<file path="config.mk">
export PLATFORM = sky130hd
export DESIGN_NAME = serial_sub_flat
export DESIGN_NICKNAME = d
export VERILOG_FILES = /design/src/rtl/serial_sub_if.sv /design/src/rtl/serial_sub.sv /design/src/flat_wrapper.sv
export SDC_FILE = /design/constraint.sdc
export NUM_CORES = 1
export LEC_CHECK = 0
export CAP_MARGIN = 40
export CORE_UTILIZATION = 40
export CTS_CLUSTER_SIZE = 30
export DETAILED_ROUTE_END_ITERATION = 12
export DONT_BUFFER_PORTS = 1
export GPL_TIMING_DRIVEN = 0
export PLACE_DENSITY = 0.61
export SLEW_MARGIN = 25
export SYNTH_ARGS = -nofsm -noshare
export SYNTH_HDL_FRONTEND = slang
export SYNTH_SLANG_ARGS = --single-unit
</file>
<file path="constraint.sdc">
create_clock -name clk -period 2.15 [get_ports clk]
set_clock_uncertainty 0.2 [all_clocks]
set_input_delay 0.215 -clock clk [delete_from_list [all_inputs] [get_ports clk]]
set_output_delay 0.215 -clock clk [all_outputs]
set_load 0.01 [all_outputs]
</file>
<file path="src/rtl/serial_sub_if.sv">
// Handshake bundle for serial_sub: operand channel (in_*, a, b) and result channel (out_*, diff, borrow, ovf).
// The ovf signal exists only when SERIAL_SUB_OVF_EN is defined.
interface serial_sub_if #(parameter int WIDTH = 8);
  logic             in_valid;
  logic             in_ready;
  logic [WIDTH-1:0] a;
  logic [WIDTH-1:0] b;
  logic             out_valid;
  logic             out_ready;
  logic [WIDTH-1:0] diff;
  logic             borrow;
`ifdef SERIAL_SUB_OVF_EN
  logic             ovf;
`endif

  modport master (
    output in_valid, a, b, out_ready,
`ifdef SERIAL_SUB_OVF_EN
    input  ovf,
`endif
    input  in_ready, out_valid, diff, borrow
  );

  modport slave (
    input  in_valid, a, b, out_ready,
`ifdef SERIAL_SUB_OVF_EN
    output ovf,
`endif
    output in_ready, out_valid, diff, borrow
  );
endinterface

</file>
<file path="src/rtl/serial_sub.sv">
// Bit-serial subtractor: a - b computed LSB-first, one bit per clock, with a single borrow flip-flop.
// Define SERIAL_SUB_OVF_EN to add the registered signed-overflow output.
module serial_sub #(
  parameter int WIDTH = 8
) (
  input logic         clk,
  input logic         rst_n,
  serial_sub_if.slave bus
);
  localparam int CNT_W = $clog2(WIDTH) + 1;

  typedef enum logic [1:0] {IDLE, RUN, DONE} state_t;

  state_t           state_q, state_d;
  logic [WIDTH-1:0] a_sh, b_sh, res_q;
  logic             borrow_q;
  logic [CNT_W-1:0] cnt_q;
  logic             in_ready_c, out_valid_c;
  logic             accept, last_bit;
  logic             a_i, b_i, d, bout;

  assign a_i      = a_sh[0];
  assign b_i      = b_sh[0];
  assign d        = a_i ^ b_i ^ borrow_q;
  assign bout     = (~a_i & b_i) | (~(a_i ^ b_i) & borrow_q);
  assign last_bit = (cnt_q == CNT_W'(WIDTH - 1));
  assign accept   = bus.in_valid & in_ready_c;

  always_ff @(posedge clk or negedge rst_n) begin
    if (!rst_n) state_q <= IDLE;
    else        state_q <= state_d;
  end

  // Handshake outputs depend on the registered state only, never on in_valid/out_ready.
  always_comb begin
    state_d     = state_q;
    in_ready_c  = 1'b0;
    out_valid_c = 1'b0;
    case (state_q)
      IDLE: begin
        in_ready_c = 1'b1;
        if (bus.in_valid) state_d = RUN;
      end
      RUN: begin
        if (last_bit) state_d = DONE;
      end
      DONE: begin
        out_valid_c = 1'b1;
        if (bus.out_ready) state_d = IDLE;
      end
      default: state_d = IDLE;
    endcase
  end

  // Each RUN cycle consumes the operand LSBs and feeds the difference bit in at the result MSB.
  always_ff @(posedge clk or negedge rst_n) begin
    if (!rst_n) begin
      a_sh     <= '0;
      b_sh     <= '0;
      res_q    <= '0;
      borrow_q <= 1'b0;
      cnt_q    <= '0;
    end else if (accept) begin
      a_sh     <= bus.a;
      b_sh     <= bus.b;
      borrow_q <= 1'b0;
      cnt_q    <= '0;
    end else if (state_q == RUN) begin
      a_sh     <= a_sh >> 1;
      b_sh     <= b_sh >> 1;
      res_q    <= (res_q >> 1) | (WIDTH'(d) << (WIDTH - 1));
      borrow_q <= bout;
      cnt_q    <= cnt_q + CNT_W'(1);
    end
  end

`ifdef SERIAL_SUB_OVF_EN
  logic a_msb, b_msb, ovf_q;

  // The final difference bit is diff's MSB, so overflow is settled on the DONE transition.
  always_ff @(posedge clk or negedge rst_n) begin
    if (!rst_n) begin
      a_msb <= 1'b0;
      b_msb <= 1'b0;
      ovf_q <= 1'b0;
    end else if (accept) begin
      a_msb <= bus.a[WIDTH-1];
      b_msb <= bus.b[WIDTH-1];
    end else if (state_q == RUN && last_bit) begin
      ovf_q <= (a_msb ^ b_msb) & (d ^ a_msb);
    end
  end

  assign bus.ovf = ovf_q;
`endif

  assign bus.in_ready  = in_ready_c;
  assign bus.out_valid = out_valid_c;
  assign bus.diff      = res_q;
  assign bus.borrow    = borrow_q;
endmodule

</file>
<file path="src/flat_wrapper.sv">
// flat-port wrapper written by rule: the top's interface ports become plain ports
module serial_sub_flat 
#(
  parameter int WIDTH = 8
)
  (clk, rst_n, bus_in_valid, bus_a, bus_b, bus_out_ready, bus_in_ready, bus_out_valid, bus_diff, bus_borrow);
  serial_sub_if #(.WIDTH(WIDTH)) bus_i ();
  input logic clk;
  input logic rst_n;
  input wire logic [$bits(bus_i.in_valid)-1:0] bus_in_valid;
  input wire logic [$bits(bus_i.a)-1:0] bus_a;
  input wire logic [$bits(bus_i.b)-1:0] bus_b;
  input wire logic [$bits(bus_i.out_ready)-1:0] bus_out_ready;
  output wire logic [$bits(bus_i.in_ready)-1:0] bus_in_ready;
  output wire logic [$bits(bus_i.out_valid)-1:0] bus_out_valid;
  output wire logic [$bits(bus_i.diff)-1:0] bus_diff;
  output wire logic [$bits(bus_i.borrow)-1:0] bus_borrow;
  assign bus_i.in_valid = bus_in_valid;
  assign bus_i.a = bus_a;
  assign bus_i.b = bus_b;
  assign bus_i.out_ready = bus_out_ready;
  assign bus_in_ready = bus_i.in_ready;
  assign bus_out_valid = bus_i.out_valid;
  assign bus_diff = bus_i.diff;
  assign bus_borrow = bus_i.borrow;
  serial_sub #(.WIDTH(WIDTH)) u_core (.clk(clk), .rst_n(rst_n), .bus(bus_i));
endmodule
</file>
==> impl_results.md, run 1 <==
- Synthesized Nets: 161
- Layout cell share with drive strength beyond 1: 11.11%
- CTS tree: built
- # Max-Cap Violations: 0
- Final setup fails: 0
- Fmax: 490.5 MHz
- Initial antenna violation count: 0
- Pwr dens: 1337 nW/um^2
- Area growth from synthesis to layout: 29.36%
- Largest family of logic cells by synthesized area: simple AND/OR/NAND/NOR gates
- Crit-path cells: nor2b_1 -> buf_2 -> buf_4 -> a22oi_1 -> nand2_1 -> dlygate4sd3_1
- DR DRC count: 0
- WL final: 2771 um
- Die area: 3569 um^2
- GRT Total Usage: 18.01%
- Commonest non-fill, non-tap cell in the layout: nand2_1
- Synthesized area: 1334 um^2
- Routability Congestion: 0.7287
- First DRT Iteration DRCs: 60
- Clock Tree Buf Depth: 2
- Final global-route overflow total: 0
- FF+latch count, synth: 31
- # Post-CTS Setup Buffers: 0
- CTS sink cnt: 31
- WS Path Type: flip-flop to flip-flop
- Htree depth: 2
- GR Util met3: 5.411%
- Routing usage on met2: 31.27%
- Compound-Gate Fraction of Synth Area: 13.60%
- Post-cts resize count: 0
- CP endpoint kind: flip-flop
- Top cell type's share of synthesized area: 58.16%
- Global-route wire length before repair: 4698 um
- Worst stage delay on the critical path: 0.55 ns
- Via count: 1067
- Worst reg2reg startpoint: u_core.state_q[0]$_DFFE_PN0P_
- CP delay by family, top: buffers and inverters
- Hold EP: u_core.state_q[0]$_DFFE_PN0P_
- Final nets: 192
- Initial core utilization: 42.98%
- Slew Limit Fails: 0
- Maximum vdd drop: 0.6003 mV
- Area after DPL: 1389 um^2
- Most used DFF post-synth: dfrtp_1
- Tcrit/Tclk final: 94.82%
- Syn avg cell area: 9.596 um^2
- Mapped Cells: 139
- Core area: 3103 um^2
- # diodes: 0
- Worst hold stages: 2
- Status: complete, no violations
- Ports: 31
- Gr busiest metal: met2
- Netlist cell types: 22
- Die X: 59.75 um
- Post-Synth XOR/XNOR Area: 0.6567%
- Cell taking the most area after synthesis: dfrtp_1
- Largest cells by area after synthesis: dfrtp_1, nand2_1, a22oi_1, buf_2, o21ai_0
- Required @ worst endpoint: 2.17 ns
- Avg WL per Cell: 12.89 um
- Tightest Pin Transition: 0.2927 ns
- Hold_sp: bus_in_valid
- Worst-path clk slew: 0.09 ns
- Post-Synth Simple-Gate Area: 21.20%
- Setup slack, reg-to-reg: 0.11 ns
- Adder-cell share of the synthesized area: 2.439%
- Worst skew pair latency: 0.33 ns
- ANT nets after route: 0
- Sequential share of the synthesized area: 58.16%
- DP Wirelength: 1777 um
- Ys Warns: 0
- Startpoint class of the critical path: flip-flop
- Relative slew slack: 80.47%
- Vias per std cell: 4.963
- R2R depth: 6
- Num CTS Buffers: 5
- Overall power: 2.306 mW
- Post-route cell area: 1725 um^2
- Final core area utilization: 55.60%
- Die Y: 59.75 um
- Vias in the first global route: 1080
- Asr flop ratio synth: 100.0%
- Worst path buffer plus inverter count: 3
- Commonest non-fill, non-tap cells in the layout: nand2_1, dfrtp_1, dlygate4sd3_1
- CTS Root Cell: clkbuf_4
- Final hold viol count: 0
- CP max-delay cell: dlygate4sd3_1
- Tmin final: 2.039 ns
- RR Endpoint: u_core.a_sh[3]$_DFFE_PN0P_
- Cts hold-fix bufs: 24
- LEAKAGE: 0.8590 nW
- Largest net degree at the start of global routing: 32
- Mux cell area share after synthesis: 0%
- HP Class: input pin to flip-flop
- Final setup TNS: 0 ns
- Drt first pass iters: 4
- Met1 Resource Use GR: 19.86%
- PortBufs: 0
- RSZ-0062 raised after global routing: false
- Crit path max fanout: 10
- Number of synthesized flops with an enable pin: 0
- WP data arrival: 2.05 ns
- Cell row count: 20
## Yosys cell counts, types with 2 or more instances
cell type and n:
inv_1 2, nand2b_1 3, buf_4 2, buf_2 6, a22oi_1 14, nand2_1 61, o21ai_0 6, dfrtp_1 31
## per-layer routing
| metal | routed length (um) | part of all wire (%) |
|---|---|---|
| met1 | 1172 | 42 |
| met3 | 134 | 4.8 |
| met2 | 1414 | 51 |
| met5 | 0 | 0 |
| met4 | 50 | 1.8 |
## stage by stage
step / instances / setup slack [ns] / hold slack [ns]
after global routing: 215 / 0.01734 / 0.01718
final: 215 / 0.1114 / 0.01288
after detailed placement: 183 / 0.6524 / -0.2798
after floorplan: 139 / 0.7645 / -0.2806
after CTS: 215 / 0.1320 / 0.003927
after global placement: 183 / 0.6819 / -0.2798
## power by group
part	internal, mW	leakage [nW]	total [mW]	switching, mW
clock	0.275	0.0482	0.479	0.204
combinational	0.362	0.414	0.775	0.413
sequential	0.830	0.397	1.05	0.223
## logic make-up (layout without fill, tap and decap cells)
kind of cell,Yosys count,count (layout)
adders and majority gates,2,2
xor gates and xnor gates,1,1
DFF,31,31
buffers and inverters,10,42
AOI/OAI and AO/OA,26,26
and+or+nand+nor,69,69
## area by class of cell
class                           count  area (um^2)
Inverter                            2        7.507
Clock inverter                      2        35.03
Tap cell                           44        55.05
Multi-Input combinational cell     98        505.5
Clock buffer                        6        51.30
Sequential cell                    31        775.7
Timing Repair Buffer               24        250.2
Fill cell                         305         1378
Buffer                              8        45.04
## sequential cells by signal (all words and copies together), names as in the netlist
signal             count
u_core.a_sh            8
u_core.b_sh            8
u_core.bus.borrow      1
u_core.bus.diff        8
u_core.cnt_q           4
u_core.state_q         2
## worst max path at each step
stage	start	end	cells past startpoint
final	u_core.state_q[0]$_DFFE_PN0P_	u_core.a_sh[3]$_DFFE_PN0P_	6
after global routing	u_core.state_q[0]$_DFFE_PN0P_	u_core.a_sh[3]$_DFFE_PN0P_	6
after CTS	u_core.state_q[0]$_DFFE_PN0P_	u_core.a_sh[3]$_DFFE_PN0P_	6
after detailed placement	u_core.state_q[0]$_DFFE_PN0P_	u_core.a_sh[5]$_DFFE_PN0P_	5
after global placement	u_core.state_q[0]$_DFFE_PN0P_	u_core.b_sh[4]$_DFFE_PN0P_	5
after floorplan	u_core.state_q[0]$_DFFE_PN0P_	u_core.a_sh[3]$_DFFE_PN0P_	5
No activity file was read; power rests on OpenSTA's default activity.
==> inputs of run 2 (changes only) <==
--- a/config.mk
+++ b/config.mk
@@ -6,10 +6,12 @@
 export NUM_CORES = 1
 export LEC_CHECK = 0
 export CAP_MARGIN = 40
+export CORE_MARGIN = 2
 export CORE_UTILIZATION = 40
 export CTS_CLUSTER_SIZE = 30
 export DETAILED_ROUTE_END_ITERATION = 12
 export DONT_BUFFER_PORTS = 1
+export GPL_ROUTABILITY_DRIVEN = 0
 export GPL_TIMING_DRIVEN = 0
 export PLACE_DENSITY = 0.61
 export SLEW_MARGIN = 25
==> constraint.sdc (replaced) <==
create_clock -name clk -period 2.15 [get_ports clk]
set_clock_uncertainty 0.2 [all_clocks]
set_input_delay 0.1075 -clock clk [delete_from_list [all_inputs] [get_ports clk]]
set_output_delay 0.1075 -clock clk [all_outputs]
set_load 0.01 [all_outputs]
==> impl_results.md, run 2 (same netlist as run 1, synthesis figures left out) <==
- Status: complete, no violations
- Final setup fails: 0 (unchanged)
- Largest net degree at the start of global routing: 25 (-22%)
- Initial core utilization: 42.98% (unchanged)
- Cell row count: 20 (unchanged)
- Vias in the first global route: 1090 (+0.93%)
- PortBufs: 0 (unchanged)
- Worst-path clk slew: 0.10 ns (about the same)
- Commonest non-fill, non-tap cells in the layout: nand2_1, dfrtp_1, dlygate4sd3_1
- Die X: 61.75 um (+3.3%)
- Overall power: 2.199 mW (-4.6%)
- RSZ-0062 raised after global routing: false
- WL final: 2628 um (-5.2%)
- Maximum vdd drop: 0.6428 mV (+7.1%)
- # Max-Cap Violations: 0 (unchanged)
- Num CTS Buffers: 5 (unchanged)
- DR DRC count: 0 (unchanged)
- # diodes: 0 (unchanged)
- Required @ worst endpoint: 2.16 ns (about the same)
- Tmin final: 2.044 ns (+0.005883 ns)
- Crit-path cells: nor2b_1 -> buf_2 -> buf_4 -> a22oi_1 -> nand2_1 -> dlygate4sd3_1
- Layout fillers: 289 (-5.2%)
- Final setup TNS: 0 ns (unchanged)
- Global-route wire length before repair: 4478 um (-4.7%)
- CP max-delay cell: dlygate4sd3_1
- Slew Limit Fails: 0 (unchanged)
- Cts hold-fix bufs: 26 (+8.3%)
- Fmax: 489.1 MHz (-0.29%)
- Area growth from synthesis to layout: 29.55%
- Die Y: 61.75 um (+3.3%)
- HP Class: input pin to flip-flop
- Final hold viol count: 0 (unchanged)
- Vias per std cell: 4.829 (-2.7%)
- DP Worst Slack: 0.6036 ns (-0.04879 ns)
- Worst stage delay on the critical path: 0.55 ns (about the same)
- Tightest Pin Transition: 0.3641 ns (+0.07136 ns)
- Area after DPL: 1389 um^2 (unchanged)
- LEAKAGE: 0.8550 nW (-0.46%)
- # Post-CTS Setup Buffers: 0 (unchanged)
- CTS Root Cell: clkbuf_4
- Die area: 3812 um^2 (+6.8%)
- CTS tree: built
- Crit path max fanout: 10 (unchanged)
- Ports: 31 (unchanged)
- Worst skew pair latency: 0.32 ns (about the same)
- Fin worst setup slack: 0.1055 ns (-0.005883 ns)
- WS Path Type: flip-flop to flip-flop
- DP Wirelength: 1749 um (-1.5%)
- WP data arrival: 2.05 ns (about the same)
- Tcrit/Tclk final: 95.09% (+0.27 points)
- Core area: 3103 um^2 (unchanged)
- Relative slew slack: 75.65% (-4.8 points)
- Avg WL per Cell: 12.11 um (-6.0%)
- Post-cts resize count: 0 (unchanged)
- Clock Tree Buf Depth: 2 (unchanged)
- Via count: 1048 (-1.8%)
- CP endpoint kind: flip-flop
- Startpoint class of the critical path: flip-flop
- First DRT Iteration DRCs: 27 (-55%)
- Final global-route overflow total: 0 (unchanged)
- Drt first pass iters: 4 (unchanged)
- Htree depth: 2 (unchanged)
- Layout cell share with drive strength beyond 1: 10.40% (-0.71 points)
- Commonest non-fill, non-tap cell in the layout: nand2_1
- Post-route cell area: 1728 um^2 (+0.15%)
- GRT Total Usage: 16.62% (-1.4 points)
- CTS sink cnt: 31 (unchanged)
- Final nets: 194 (+1.0%)
- ANT nets after route: 0 (unchanged)
- Initial antenna violation count: 0 (unchanged)
- Pwr dens: 1273 nW/um^2 (-4.8%)
## run 2: changes by cell type in the layout (fill, tap and decap cells not counted)
cell / change
clkinv_2: -1
dlygate4sd3_1: +2
bufinv_16: -1
clkbuf_8: +1
clkbuf_1: +1
## run 2: report_power, final
part	leakage (nW)	switching [mW]	internal, mW
registers	0.397	0.218	0.830
logic	0.420	0.406	0.362
clock network	0.0386	0.191	0.192
total	0.855	0.815	1.38
## run 2: worst max-delay path: cells and delay by family, from the launching register on
family                 cells  cell delay (ns)
buffers and inverters      3             0.88
flip-flops                 1             0.45
AND/OR/NAND/NOR            2             0.21
AO/OA/AOI/OAI              1             0.19
## run 2: layout make-up
type                            instances  area, um^2  share of cell area, %
Multi-Input combinational cell         98       505.5                  29.25
Clock buffer                            8       68.82                  3.983
Sequential cell                        31       775.7                  44.89
Timing Repair Buffer                   26       270.3                  15.64
Buffer                                  8       45.04                  2.607
Tap cell                               44       55.05                  3.186
Inverter                                2       7.507                 0.4345
## run 2: per-layer routing
layer	share of wire [%]	GRT usage (%)	routed length (um)	vias to the layer above
met4	2.0	8.207	53	0
met2	50	28.72	1308	29
met1	43	18.50	1132	487
met5	0	0	0	-
met3	5.1	5.176	133	8
li1	-	-	-	524
## run 2: worst paths after layout
kind                                                    start                              to  slack (ns)  cells past startpoint
worst max-delay path            u_core.state_q[0]$_DFFE_PN0P_      u_core.a_sh[3]$_DFFE_PN0P_        0.11                      6
worst min-delay path                            bus_out_ready   u_core.state_q[1]$_DFFE_PN0P_        0.22                      2
worst max register to register  u_core.state_q[0]$_DFFE_PN0P_      u_core.a_sh[3]$_DFFE_PN0P_        0.11                      6
worst min register to register     u_core.b_sh[1]$_DFFE_PN0P_      u_core.b_sh[1]$_DFFE_PN0P_        0.28                      2
max in group asynchronous                               rst_n     u_core.cnt_q[2]$_DFFE_PN0P_        0.23                      4
min in group asynchronous                               rst_n  u_core.bus.diff[4]$_DFFE_PN0P_        0.54                      3
## run 2: stage by stage
step	std cells	utilization, %	hold WS, ns
5_1_grt	217	55.69	0.2249
6_report	217	55.69	0.2188
2_1_floorplan	139	-	-0.3881
4_1_cts	217	55.69	0.2089
3_5_place_dp	183	44.76	-0.3873
3_3_place_gp	183	44.76	-0.3873
==> inputs of run 3 (changes only) <==
--- a/config.mk
+++ b/config.mk
@@ -6,6 +6,7 @@
 export NUM_CORES = 1
 export LEC_CHECK = 0
 export CAP_MARGIN = 40
+export CORE_ASPECT_RATIO = 2
 export CORE_MARGIN = 2
 export CORE_UTILIZATION = 40
 export CTS_CLUSTER_SIZE = 30
==> impl_results.md, run 3 (same netlist as run 1, synthesis figures left out) <==
- Final nets: 192 (-1.0%)
- LEAKAGE: 0.8519 nW (-0.36%)
- ANT nets after route: 0 (unchanged)
- Maximum vdd drop: 0.7238 mV (+13%)
- Layout cell share with drive strength beyond 1: 10.53% (+0.12 points)
- First DRT Iteration DRCs: 37 (+37%)
- Fmax: 485.5 MHz (-0.75%)
- Die X: 44.83 um (-27%)
- CP endpoint kind: flip-flop
- # Post-CTS Setup Buffers: 0 (unchanged)
- Final global-route overflow total: 0 (unchanged)
- Tmin final: 2.060 ns (+0.01545 ns)
- Initial antenna violation count: 0 (unchanged)
- Clock Tree Buf Depth: 2 (unchanged)
- Pwr dens: 1332 nW/um^2 (+4.6%)
- Relative slew slack: 78.57% (+2.9 points)
- Initial core utilization: 41.77% (-1.2 points)
- Cts hold-fix bufs: 24 (-7.7%)
- Worst-path clk slew: 0.07 ns (-0.03 ns)
- # Max-Cap Violations: 0 (unchanged)
- Status: complete, no violations
- Final setup TNS: 0 ns (unchanged)
- Crit-path cells: nor2b_1 -> buf_2 -> buf_4 -> a22oi_1 -> nand2_1 -> dlygate4sd3_1
- Vias per std cell: 5.302 (+9.8%)
- Slew Limit Fails: 0 (unchanged)
- Tightest Pin Transition: 0.3212 ns (-0.04287 ns)
- Largest net degree at the start of global routing: 32 (+28%)
- Cell row count: 29 (+45%)
- Die area: 3840 um^2 (+0.73%)
- Commonest non-fill, non-tap cell in the layout: nand2_1
- Core area: 3193 um^2 (+2.9%)
- Required @ worst endpoint: 2.11 ns (-0.05 ns)
- Worst skew pair latency: 0.29 ns (-0.03 ns)
- WP data arrival: 2.02 ns (-0.03 ns)
- # diodes: 0 (unchanged)
- Final hold viol count: 0 (unchanged)
- Drt first pass iters: 4 (unchanged)
- Startpoint class of the critical path: flip-flop
- WS Path Type: flip-flop to flip-flop
- Non-Filler Instances: 202 (-6.9%)
- DR DRC count: 0 (unchanged)
- Htree depth: 2 (unchanged)
- Commonest non-fill, non-tap cells in the layout: nand2_1, dfrtp_1, dlygate4sd3_1
- Vias in the first global route: 1108 (+1.7%)
- GRT Total Usage: 17.25% (+0.63 points)
- PortBufs: 0 (unchanged)
- CP startpoint: u_core.state_q[0]$_DFFE_PN0P_
- HP Class: input pin to asynchronous set/reset pin
- Dpl cells: 170 (-7.1%)
- Worst stage delay on the critical path: 0.56 ns (about the same)
- Global-route wire length before repair: 4809 um (+7.4%)
- Via count: 1071 (+2.2%)
- Avg WL per Cell: 14.04 um (+16%)
- Crit path max fanout: 10 (unchanged)
- CP max-delay cell: dlygate4sd3_1
- Num CTS Buffers: 5 (unchanged)
- RSZ-0062 raised after global routing: false
- Layout fillers: 300 (+3.8%)
- Final setup fails: 0 (unchanged)
- CTS tree: built
- Post-cts resize count: 0 (unchanged)
- Area growth from synthesis to layout: 28.05%
- CTS sink cnt: 31 (unchanged)
- DP Wirelength: 1898 um (+8.5%)
- WL final: 2837 um (+8.0%)
- Worst reg2reg startpoint: u_core.state_q[0]$_DFFE_PN0P_
- Ports: 31 (unchanged)
- CTS Root Cell: clkbuf_8
- Tcrit/Tclk final: 95.81% (+0.72 points)
- Die Y: 85.66 um (+39%)
[run 3: changes by cell type in the layout (fill, tap and decap cells not counted)]
cell           previous run  this run
clkinv_2                  0         1
clkinvlp_4                0         1
clkbuf_4                  5         0
dlygate4sd3_1            25        23
clkbuf_8                  2         5
[run 3: stage by stage]
stage / hold WS (ns) / setup slack (ns) / total power [mW] / instance area (um^2) / utilization [%]
6_report: 0.05690 / 0.09006 / 2.274 / 1708 / 53.49
5_1_grt: 0.06798 / 0.01974 / 2.461 / 1708 / 53.49
4_1_cts: 0.04849 / 0.1062 / 2.301 / 1708 / 53.49
3_5_place_dp: -0.3875 / 0.6536 / 1.746 / 1373 / 42.99
3_3_place_gp: -0.3875 / 0.6760 / 1.700 / 1373 / 42.99
2_1_floorplan: -0.3881 / 0.7645 / 1.559 / 1334 / -
[run 3: final timing paths]
| kind | endpoint | slack (ns) | cells past startpoint |
|---|---|---|---|
| setup reg to reg | u_core.a_sh[3]$_DFFE_PN0P_ | 0.09 | 6 |
| max in group asynchronous | u_core.state_q[0]$_DFFE_PN0P_ | 1.52 | 2 |
| min in group clk | u_core.b_sh[1]$_DFFE_PN0P_ | 0.28 | 2 |
| hold / removal | u_core.bus.diff[1]$_DFFE_PN0P_ | 0.06 | 2 |
| hold reg to reg | u_core.b_sh[1]$_DFFE_PN0P_ | 0.28 | 2 |
| setup / recovery | u_core.a_sh[3]$_DFFE_PN0P_ | 0.09 | 6 |
[run 3: area by class of cell]
class	count	area (um^2)	share of cell area, %
buffer	8	45.04	2.637
sequential	31	775.7	45.42
tap	31	38.79	2.271
multi-input combinational	98	505.5	29.60
clock buffer	6	72.57	4.249
timing repair buffer	24	250.2	14.65
clock inverter	2	12.51	0.7326
inverter	2	7.507	0.4396
[run 3: critical path: cells and delay by family (launching register included)]
family          cells  cell delay [ns]
buf+inv             3             0.90
simple gates        2             0.21
flops               1             0.44
compound gates      1             0.20
[run 3: power breakdown]
group / switching (mW) / internal [mW]
sequential: 0.221 / 0.832
combinational: 0.416 / 0.361
clock: 0.218 / 0.226
[run 3: per-layer routing]
layer	vias to the layer above	global-route usage (%)	part of all wire, %	routed length [um]
li1	518	-	-	-
met1	520	17.06	37	1041
met2	29	30.83	57	1604
met3	4	6.105	5.4	152
met4	0	7.219	1.4	39
met5	-	0	0	0
